===== src/rtl/vga_pkg.sv =====
// Shared VGA 640x480 timing defaults, derived totals and sync windows.
// Imported by the scan driver and the colour mapper.
package vga_pkg;

  localparam int H_VISIBLE_DEF = 640;
  localparam int H_FRONT_DEF   = 16;
  localparam int H_SYNC_DEF    = 96;
  localparam int H_BACK_DEF    = 48;
  localparam int V_VISIBLE_DEF = 480;
  localparam int V_FRONT_DEF   = 10;
  localparam int V_SYNC_DEF    = 2;
  localparam int V_BACK_DEF    = 33;

  function automatic int span_total(input int vis, input int front, input int sync, input int back);
    return vis + front + sync + back;
  endfunction

  function automatic int sync_first(input int vis, input int front);
    return vis + front;
  endfunction

  function automatic int sync_last(input int vis, input int front, input int sync);
    return vis + front + sync - 1;
  endfunction

  function automatic logic in_window(input logic [9:0] cnt, input logic [9:0] lo, input logic [9:0] hi);
    return (cnt >= lo) && (cnt <= hi);
  endfunction

  localparam int H_TOTAL      = span_total(H_VISIBLE_DEF, H_FRONT_DEF, H_SYNC_DEF, H_BACK_DEF);
  localparam int V_TOTAL      = span_total(V_VISIBLE_DEF, V_FRONT_DEF, V_SYNC_DEF, V_BACK_DEF);
  localparam int H_SYNC_FIRST = sync_first(H_VISIBLE_DEF, H_FRONT_DEF);
  localparam int H_SYNC_LAST  = sync_last(H_VISIBLE_DEF, H_FRONT_DEF, H_SYNC_DEF);
  localparam int V_SYNC_FIRST = sync_first(V_VISIBLE_DEF, V_FRONT_DEF);
  localparam int V_SYNC_LAST  = sync_last(V_VISIBLE_DEF, V_FRONT_DEF, V_SYNC_DEF);

  typedef struct packed {
    logic hsync;
    logic vsync;
    logic visible;
  } vga_ctrl_t;

  localparam vga_ctrl_t CTRL_IDLE = '{hsync: 1'b1, vsync: 1'b1, visible: 1'b0};

endpackage


===== src/rtl/vga_delay_line.sv =====
// Enable-gated shift register with a loadable reset value; output is the last stage.
module vga_delay_line #(
  parameter int WIDTH = 1,
  parameter int DEPTH = 1
) (
  input  logic             Clk,
  input  logic             Reset,
  input  logic             en,
  input  logic [WIDTH-1:0] rst_val,
  input  logic [WIDTH-1:0] d,
  output logic [WIDTH-1:0] q
);

  logic [WIDTH-1:0] stage_r [DEPTH];

  // Shift stages on each enable; reset forces every stage to the idle value
  always_ff @(posedge Clk) begin
    if (Reset) begin
      for (int i = 0; i < DEPTH; i++) stage_r[i] <= rst_val;
    end else if (en) begin
      stage_r[0] <= d;
      for (int i = 1; i < DEPTH; i++) stage_r[i] <= stage_r[i-1];
    end
  end

  assign q = stage_r[DEPTH-1];

endmodule


===== src/rtl/vga_scan_driver.sv =====
// VGA raster scan: pixel/line counters, delayed sync/blank generation and
// registered colour output, all advancing on the pixel-rate strobe.
module vga_scan_driver
  import vga_pkg::*;
#(
  parameter int H_VISIBLE  = H_VISIBLE_DEF,
  parameter int H_FRONT    = H_FRONT_DEF,
  parameter int H_SYNC     = H_SYNC_DEF,
  parameter int H_BACK     = H_BACK_DEF,
  parameter int V_VISIBLE  = V_VISIBLE_DEF,
  parameter int V_FRONT    = V_FRONT_DEF,
  parameter int V_SYNC     = V_SYNC_DEF,
  parameter int V_BACK     = V_BACK_DEF,
  parameter int PIPE_DELAY = 1
) (
  input  logic       Clk,
  input  logic       Reset,
  input  logic       pixel_en,
  input  logic [7:0] mapper_R,
  input  logic [7:0] mapper_G,
  input  logic [7:0] mapper_B,
  output logic [9:0] DrawX,
  output logic [9:0] DrawY,
  output logic       frame_start,
  output logic       VGA_HS,
  output logic       VGA_VS,
  output logic       VGA_BLANK_N,
  output logic       VGA_SYNC_N,
  output logic [7:0] VGA_R,
  output logic [7:0] VGA_G,
  output logic [7:0] VGA_B
);

  localparam logic [9:0] H_LAST   = 10'(span_total(H_VISIBLE, H_FRONT, H_SYNC, H_BACK) - 1);
  localparam logic [9:0] V_LAST   = 10'(span_total(V_VISIBLE, V_FRONT, V_SYNC, V_BACK) - 1);
  localparam logic [9:0] HS_FIRST = 10'(sync_first(H_VISIBLE, H_FRONT));
  localparam logic [9:0] HS_LAST  = 10'(sync_last(H_VISIBLE, H_FRONT, H_SYNC));
  localparam logic [9:0] VS_FIRST = 10'(sync_first(V_VISIBLE, V_FRONT));
  localparam logic [9:0] VS_LAST  = 10'(sync_last(V_VISIBLE, V_FRONT, V_SYNC));
  localparam logic [9:0] H_VIS    = 10'(H_VISIBLE);
  localparam logic [9:0] V_VIS    = 10'(V_VISIBLE);

  logic [9:0] h_cnt_r, v_cnt_r, h_cnt_nxt_s, v_cnt_nxt_s;
  logic       frame_wrap_s;
  logic       frame_start_r;
  logic [7:0] r_r, g_r, b_r;
  vga_ctrl_t  raw_s, dly_s;

  // Next raster position; frame_wrap_s marks the corner (last pixel of last line)
  always_comb begin
    h_cnt_nxt_s  = h_cnt_r;
    v_cnt_nxt_s  = v_cnt_r;
    frame_wrap_s = 1'b0;
    if (h_cnt_r == H_LAST) begin
      h_cnt_nxt_s = 10'd0;
      if (v_cnt_r == V_LAST) begin
        v_cnt_nxt_s  = 10'd0;
        frame_wrap_s = 1'b1;
      end else begin
        v_cnt_nxt_s = v_cnt_r + 10'd1;
      end
    end else begin
      h_cnt_nxt_s = h_cnt_r + 10'd1;
    end
  end

  // Raster counters and the one-Clk frame pulse (not gated by the hold)
  always_ff @(posedge Clk) begin
    if (Reset) begin
      h_cnt_r       <= 10'd0;
      v_cnt_r       <= 10'd0;
      frame_start_r <= 1'b0;
    end else begin
      frame_start_r <= pixel_en & frame_wrap_s;
      if (pixel_en) begin
        h_cnt_r <= h_cnt_nxt_s;
        v_cnt_r <= v_cnt_nxt_s;
      end
    end
  end

  // Raw sync/visible decode of the current position
  always_comb begin
    raw_s         = CTRL_IDLE;
    raw_s.hsync   = ~in_window(h_cnt_r, HS_FIRST, HS_LAST);
    raw_s.vsync   = ~in_window(v_cnt_r, VS_FIRST, VS_LAST);
    raw_s.visible = (h_cnt_r < H_VIS) && (v_cnt_r < V_VIS);
  end

  vga_delay_line #(
    .WIDTH($bits(vga_ctrl_t)),
    .DEPTH(PIPE_DELAY)
  ) u_ctrl_dly (
    .Clk     (Clk),
    .Reset   (Reset),
    .en      (pixel_en),
    .rst_val (CTRL_IDLE),
    .d       (raw_s),
    .q       (dly_s)
  );

  // Colour register: mapper value is only passed while the delayed pixel is visible
  always_ff @(posedge Clk) begin
    if (Reset) begin
      r_r <= 8'h00;
      g_r <= 8'h00;
      b_r <= 8'h00;
    end else if (pixel_en) begin
      r_r <= dly_s.visible ? mapper_R : 8'h00;
      g_r <= dly_s.visible ? mapper_G : 8'h00;
      b_r <= dly_s.visible ? mapper_B : 8'h00;
    end
  end

  assign DrawX       = h_cnt_r;
  assign DrawY       = v_cnt_r;
  assign frame_start = frame_start_r;
  assign VGA_HS      = dly_s.hsync;
  assign VGA_VS      = dly_s.vsync;
  assign VGA_BLANK_N = dly_s.visible;
  assign VGA_SYNC_N  = 1'b0;
  assign VGA_R       = r_r;
  assign VGA_G       = g_r;
  assign VGA_B       = b_r;

endmodule


===== config.mk =====
export PLATFORM = sky130hd
export DESIGN_NAME = vga_scan_driver
export DESIGN_NICKNAME = d
export VERILOG_FILES = /design/src/rtl/vga_pkg.sv /design/src/rtl/vga_delay_line.sv /design/src/rtl/vga_scan_driver.sv
export SDC_FILE = /design/constraint.sdc
export NUM_CORES = 1
export LEC_CHECK = 0
export ABC_AREA = 1
export BUFFER_PORTS_ARGS = -buffer_cell sky130_fd_sc_hd__buf_2
export CAP_MARGIN = 5
export CORE_AREA = 4 4 51 99
export CTS_CLUSTER_DIAMETER = 150
export DETAILED_ROUTE_END_ITERATION = 8
export DIE_AREA = 0 0 55 103
export PLACE_DENSITY = 0.81
export SLEW_MARGIN = 15
export SYNTH_ARGS = -nofsm -noshare
export SYNTH_HDL_FRONTEND = slang
export SYNTH_SLANG_ARGS = --single-unit
export TNS_END_PERCENT = 10

===== constraint.sdc =====
create_clock -name Clk -period 2.5 [get_ports Clk]
set_input_delay 0.125 -clock Clk [delete_from_list [all_inputs] [get_ports Clk]]
set_output_delay 0.125 -clock Clk [all_outputs]
set_load 0.02 [all_outputs]

### Word-level counts from Yosys, hierarchy flattened

Memory sizes are Yosys's and may differ from the RTL's.
Cells that the tools add are included.
W data, S select, Z words.

* memories: 1
* register bits: 45
* input port bits: 27
* memory bits (writable): 3
* ROM bits: 0
* bits in latches: 0

* multiplexer cells: 14
* shift operators: 0
* div/mod/pow operators: 0
* reductions and logical operators: 5
* order comparisons: 6
* multipliers: 0
* add/sub/neg operators: 2
* eq/ne operators: 2
* bitwise gates (word level): 3

Memories
* u_ctrl_dly.stage_r: words 1, width 3, read ports 1, clocked after Yosys merged registers in 0, write ports 1, RTL line vga_delay_line.sv:14 `logic [WIDTH-1:0] stage_r [DEPTH];`

Operator list (number)
* $mux W8: 3
* $add A10 B1 Y10 const B: 2
* $eq A10 B10 Y1 const B: 2
* $mux W10: 2
* $ge A10 B10 Y1 const B: 1
* $ge A10 B9 Y1 const B: 1
* $le A10 B10 Y1 const B: 1
* $le A10 B9 Y1 const B: 1
* $lt A10 B10 Y1 const B: 1
* $lt A10 B9 Y1 const B: 1
* $mux W1: 8
* $logic_and A1 B1 Y1: 3
* $mux W3: 1
* $reduce_or A3 Y1: 1
* $not A1 Y1: 2
* $reduce_and A2 Y1: 1
* $and A1 B1 Y1: 1

### Longest topological paths before layout

* depth after elaboration: 5
* mapped depth: 9
* mapped depth without buffers: 9

### Modules after synthesis

Synthesis repeated with hierarchy kept, for this count alone.

* cells, all modules: 314
* area total of the unflattened synthesis: 2217.1 sq um

By module, submodules not included
* vga_scan_driver: sequential area each 900.9 sq um, times used 1, area an instance 2073.2 sq um, cells each 299
* vga_delay_line: sequential area each 90.1 sq um, times used 1, area an instance 143.9 sq um, cells each 15

### Worst setup path after synthesis

Ideal clock, no wire load.

* path type: register to register
* start: register h_cnt_r[1], in the netlist DrawX[1]
* end: register v_cnt_r[2], in the netlist DrawY[2]
* data required time: 2.368 ns
* arrival time: 1.325 ns
* setup slack: 1.043 ns
* stages on the path, launching flop included: 7
* buffers on the path: 0
* clock period less this slack: 1.457 ns
* cell sequence: dfxtp_1 ha_1 nand2_2 nor2_4 nand4_1 nand2_1 a21oi_1

* word-level cells in the longest chain between the ends: 2

Ends and longest elaborated chain
* from (decl): RTL line vga_scan_driver.sv:43 `logic [9:0] h_cnt_r, v_cnt_r, h_cnt_nxt_s, v_cnt_nxt_s;`
* from (signal assigned): RTL line vga_scan_driver.sv:76 `h_cnt_r <= h_cnt_nxt_s;`
* $eq A10 B10 Y1: RTL line vga_scan_driver.sv:54 `if (h_cnt_r == H_LAST) begin`
* $reduce_and A2 Y1 (no source line)
* to (signal assigned): RTL line vga_scan_driver.sv:77 `v_cnt_r <= v_cnt_nxt_s;`
* to (decl): RTL line vga_scan_driver.sv:43

Every way passes these cells.
A chain may end at the register's enable or synchronous reset.

### Final worst setup path

* start: memory u_ctrl_dly.stage_r[0][0] (netlist bit)
* end: output port VGA_BLANK_N

* word-level cells in the longest chain between the ends: 1

Ends and longest elaborated chain
* from (decl): RTL line vga_delay_line.sv:14
* $mem_v2 Z1 W3
* to (decl): RTL line vga_scan_driver.sv:27 `output logic VGA_BLANK_N,`

Every way passes these cells.

==> results.json <==
{
  "p_int_uw": 1118,
  "ys_dominant_reg_cell": "dfxtp_1",
  "layout-drive-gt1-share": 0.2560,
  "drc_errors": 0,
  "async_flop_share": 0,
  "rsz0062_at_grt": "no",
  "synth_compound_area_frac": 0.09529,
  "cts_tree": "done",
  "status": "finished, final reports clean",
  "ctsResizeCount": 0,
  "irDropWorstVdd_mv": 0.4237,
  "io_buffers": 74,
  "dieArea_um2": 5665,
  "cp_num_buf_inv": 1,
  "synth_seq_cells": 48,
  "fin_crit_sh": 0.6452,
  "antenna_left": 0,
  "synth_largest_area_cell": "dfxtp_1",
  "clk_pin_slew_ns": 0.09,
  "antennaDiodeCount": 0,
  "crit_type": "reg2out",
  "p_switching_uw": 352.9,
  "first_global_vias": 2147,
  "antenna_found_initial": 0,
  "slew_viol_final": 0,
  "synth_cell_types": 29,
  "reg2reg_depth": 6,
  "crit_fanout": 25,
  "fmax_mhz": 620.0,
  "p_seq_frac": 0.548,
  "final_nets": 406,
  "p_total_uw": 1471,
  "fin_skew_ns": 0.003323,
  "cp_cell_sequence": "buf_2",
  "holdBufCountCts": 0,
  "cts_sinks": 48,
  "h-tree-depth": 2,
  "crit_slowest_cell": "edfxtp_1",
  "post-dp-hpwl_mm": 4.478,
  "wl_mm": 5.974,
  "reg2reg_setup_slack_ns": 0.90,
  "netlist_instances": 306,
  "place_congestion": 0.9632,
  "yosys.area_share.simple": 0.3380,
  "cp-start-kind": "register",
  "cts_setup_buffers": 0,
  "critPathArrivalTime_ns": 1.49,
  "gr-usage-all-layers": 0.2172,
  "r2r_start": "DrawX[1]",
  "vias": 2315,
  "area_growth_pct": 21.66,
  "boundaryPins": 76,
  "yosysWarnings": 0,
  "grt_max_degree": 33,
  "utilization": 0.6395,
  "hp-class": "in2reg",
  "powerDensity_nw_per_um2": 535.4,
  "maxSlewHeadroom": 0.4628,
  "drt_first_pass_iters": 5,
  "cp_top_family": "flip-flops",
  "synth_nets": 338,
  "worst_skew_pair.late_latency_ns": 0.30,
  "maxCapViolations": 0,
  "post_synth.cell_area_avg_um2": 7.380,
  "synth_top_family_by_area": "simple AND/OR/NAND/NOR gates",
  "leakage_uw": 0.001195,
  "finalNonFillerCells": 429,
  "swShare": 0.2399,
  "required_ns": 2.38,
  "cp_slowest_stage_delay_ns": 0.88,
  "tns_ns": 0,
  "core-area_um2": 4297,
  "die_x_um": 55,
  "drtIter0Drc": 57,
  "finalHoldViolations": 0,
  "post-route-min-period_ns": 1.613,
  "grt_first_pass_wirelength_mm": 9.135,
  "cts-root-buf": "clkbuf_8",
  "netlist.area_leader.share": 0.3989,
  "clock_power_share": 0.368,
  "initial_core_util": 0.5256,
  "synth_mux_area_frac": 0,
  "overflow": 0,
  "synth_xor_area_frac": 0.02327,
  "worst_pin_slew_ns": 0.8058,
  "rr_endpoint": "DrawY[1]",
  "synth.yosys.seq_area_share": 0.4388,
  "endpoint_kind": "primary output",
  "numCtsBuffers": 5,
  "max-clock-path-buffers": 2,
  "hold_path_startpoint": "mapper_R[3]",
  "synthAdderAreaFrac": 0.02770,
  "synth_area_um2": 2258,
  "whs_path_depth": 3,
  "avgViaCountPerCell": 5.396,
  "setup_viol": 0,
  "die_h_um": 103,
  "synth_edf_count": 3,
  "p_comb_frac": 0.083,
  "num_rows": 34,
  "wl_per_cell_um": 13.93,
  "hold_end": "VGA_R[3]",
  "dp_cells": 421,
  "synth_area_leaders": "dfxtp_1, nand2_1, nand3_1, a21oi_1, nor2_1"
}
## final cells by class
| class | instances | area, um^2 |
|---|---|---|
| multi-input combinational | 219 | 1097 |
| fill | 420 | 1549 |
| inverter | 24 | 90.09 |
| clock inverter | 1 | 8.758 |
| tap | 54 | 67.56 |
| sequential | 48 | 991.0 |
| timing repair buffer | 76 | 385.4 |
| clock buffer | 7 | 107.6 |
## power by group through the flow
stage | combinational [uW] | sequential (uW) | clock [uW]
after global routing | 133 | 809 | 581
after CTS | 124 | 806 | 553
after global placement | 121 | 824 | 0
final | 123 | 807 | 542
after floorplan | 58.4 | 839 | 0
after detailed placement | 123 | 824 | 0
## cells in the mapped netlist, types with 5 or more instances
cell      count
nand3_1      45
nand2_1      69
buf_2         7
inv_1        21
clkbuf_1      5
ha_1          5
xor2_1        6
nor2_1       25
a21oi_1      34
nand4_1       7
nor3_1        8
dfxtp_1      45
## state kept, by name, indices dropped and copies added, names as in the netlist
signal,count
frame_start,1
DrawY,10
VGA_G,8
VGA_R,8
DrawX,10
u_ctrl_dly.stage_r,3
VGA_B,8
## placed cells by master, fill, tap and decap left out, types with 2 or more instances in the layout
cell	synthesis	layout
nand3_1	45	45
inv_1	21	21
buf_2	7	74
clkbuf_8	0	6
dfxtp_1	45	45
a21oi_1	34	34
inv_2	3	3
nor2_4	3	3
xor2_1	6	6
edfxtp_1	3	3
o21ai_0	3	3
nor3b_1	2	2
nand2_1	69	69
nor2_1	25	25
nor2_2	3	3
nor3_1	8	8
buf_4	2	2
nand4_1	7	7
ha_1	5	5
## stage by stage
stage / setup WS, ns / hold slack (ns) / cell area (um^2)
floorplan: 1.043 / 0.2847 / 2258
global placement: 1.014 / 0.3952 / 2631
detailed placement: 0.9461 / 0.4041 / 2631
CTS: 0.8898 / 0.07943 / 2748
global route: 0.7995 / 0.08110 / 2748
finish: 0.8870 / 0.08189 / 2748
## per-layer routing
metal  part of all wire  track usage  vias up  wire length, um
met2               0.55       0.4097       83             3274
met5                  0            0        -                0
met4              0.024       0.1105        0              144
met3              0.058      0.03618       15              348
li1                   -            -     1146                -
met1               0.37       0.2099     1071             2206
## how the worst max path moves through the flow
| stage | from | endpoint | slack [ns] | cells after the start |
|---|---|---|---|---|
| 2_1_floorplan | DrawX[1] | DrawY[2] | 1.04 | 6 |
| 3_3_place_gp | DrawX[1] | DrawY[6] | 1.01 | 6 |
| 3_5_place_dp | DrawX[1] | DrawY[1] | 0.95 | 6 |
| 4_1_cts | u_ctrl_dly.stage_r[0][0] | VGA_BLANK_N | 0.89 | 1 |
| 5_1_grt | DrawX[0] | DrawY[1] | 0.80 | 6 |
| 6_report | u_ctrl_dly.stage_r[0][0] | VGA_BLANK_N | 0.89 | 1 |
## cells by family after synthesis
| logic type | count (synthesis) |
|---|---|
| other cells | 1 |
| compound gates | 41 |
| fa+ha+maj | 5 |
| simple gates | 166 |
| buf+inv | 39 |
| xor+xnor | 6 |
| flops | 48 |
## tightest hold or removal path, delay by kind of cell
kind	cells	cell delay, ns
buffers and inverters	1	0.10
AND/OR/NAND/NOR	1	0.07
AO/OA/AOI/OAI	1	0.05
Power figures use the tool's default switching activity.
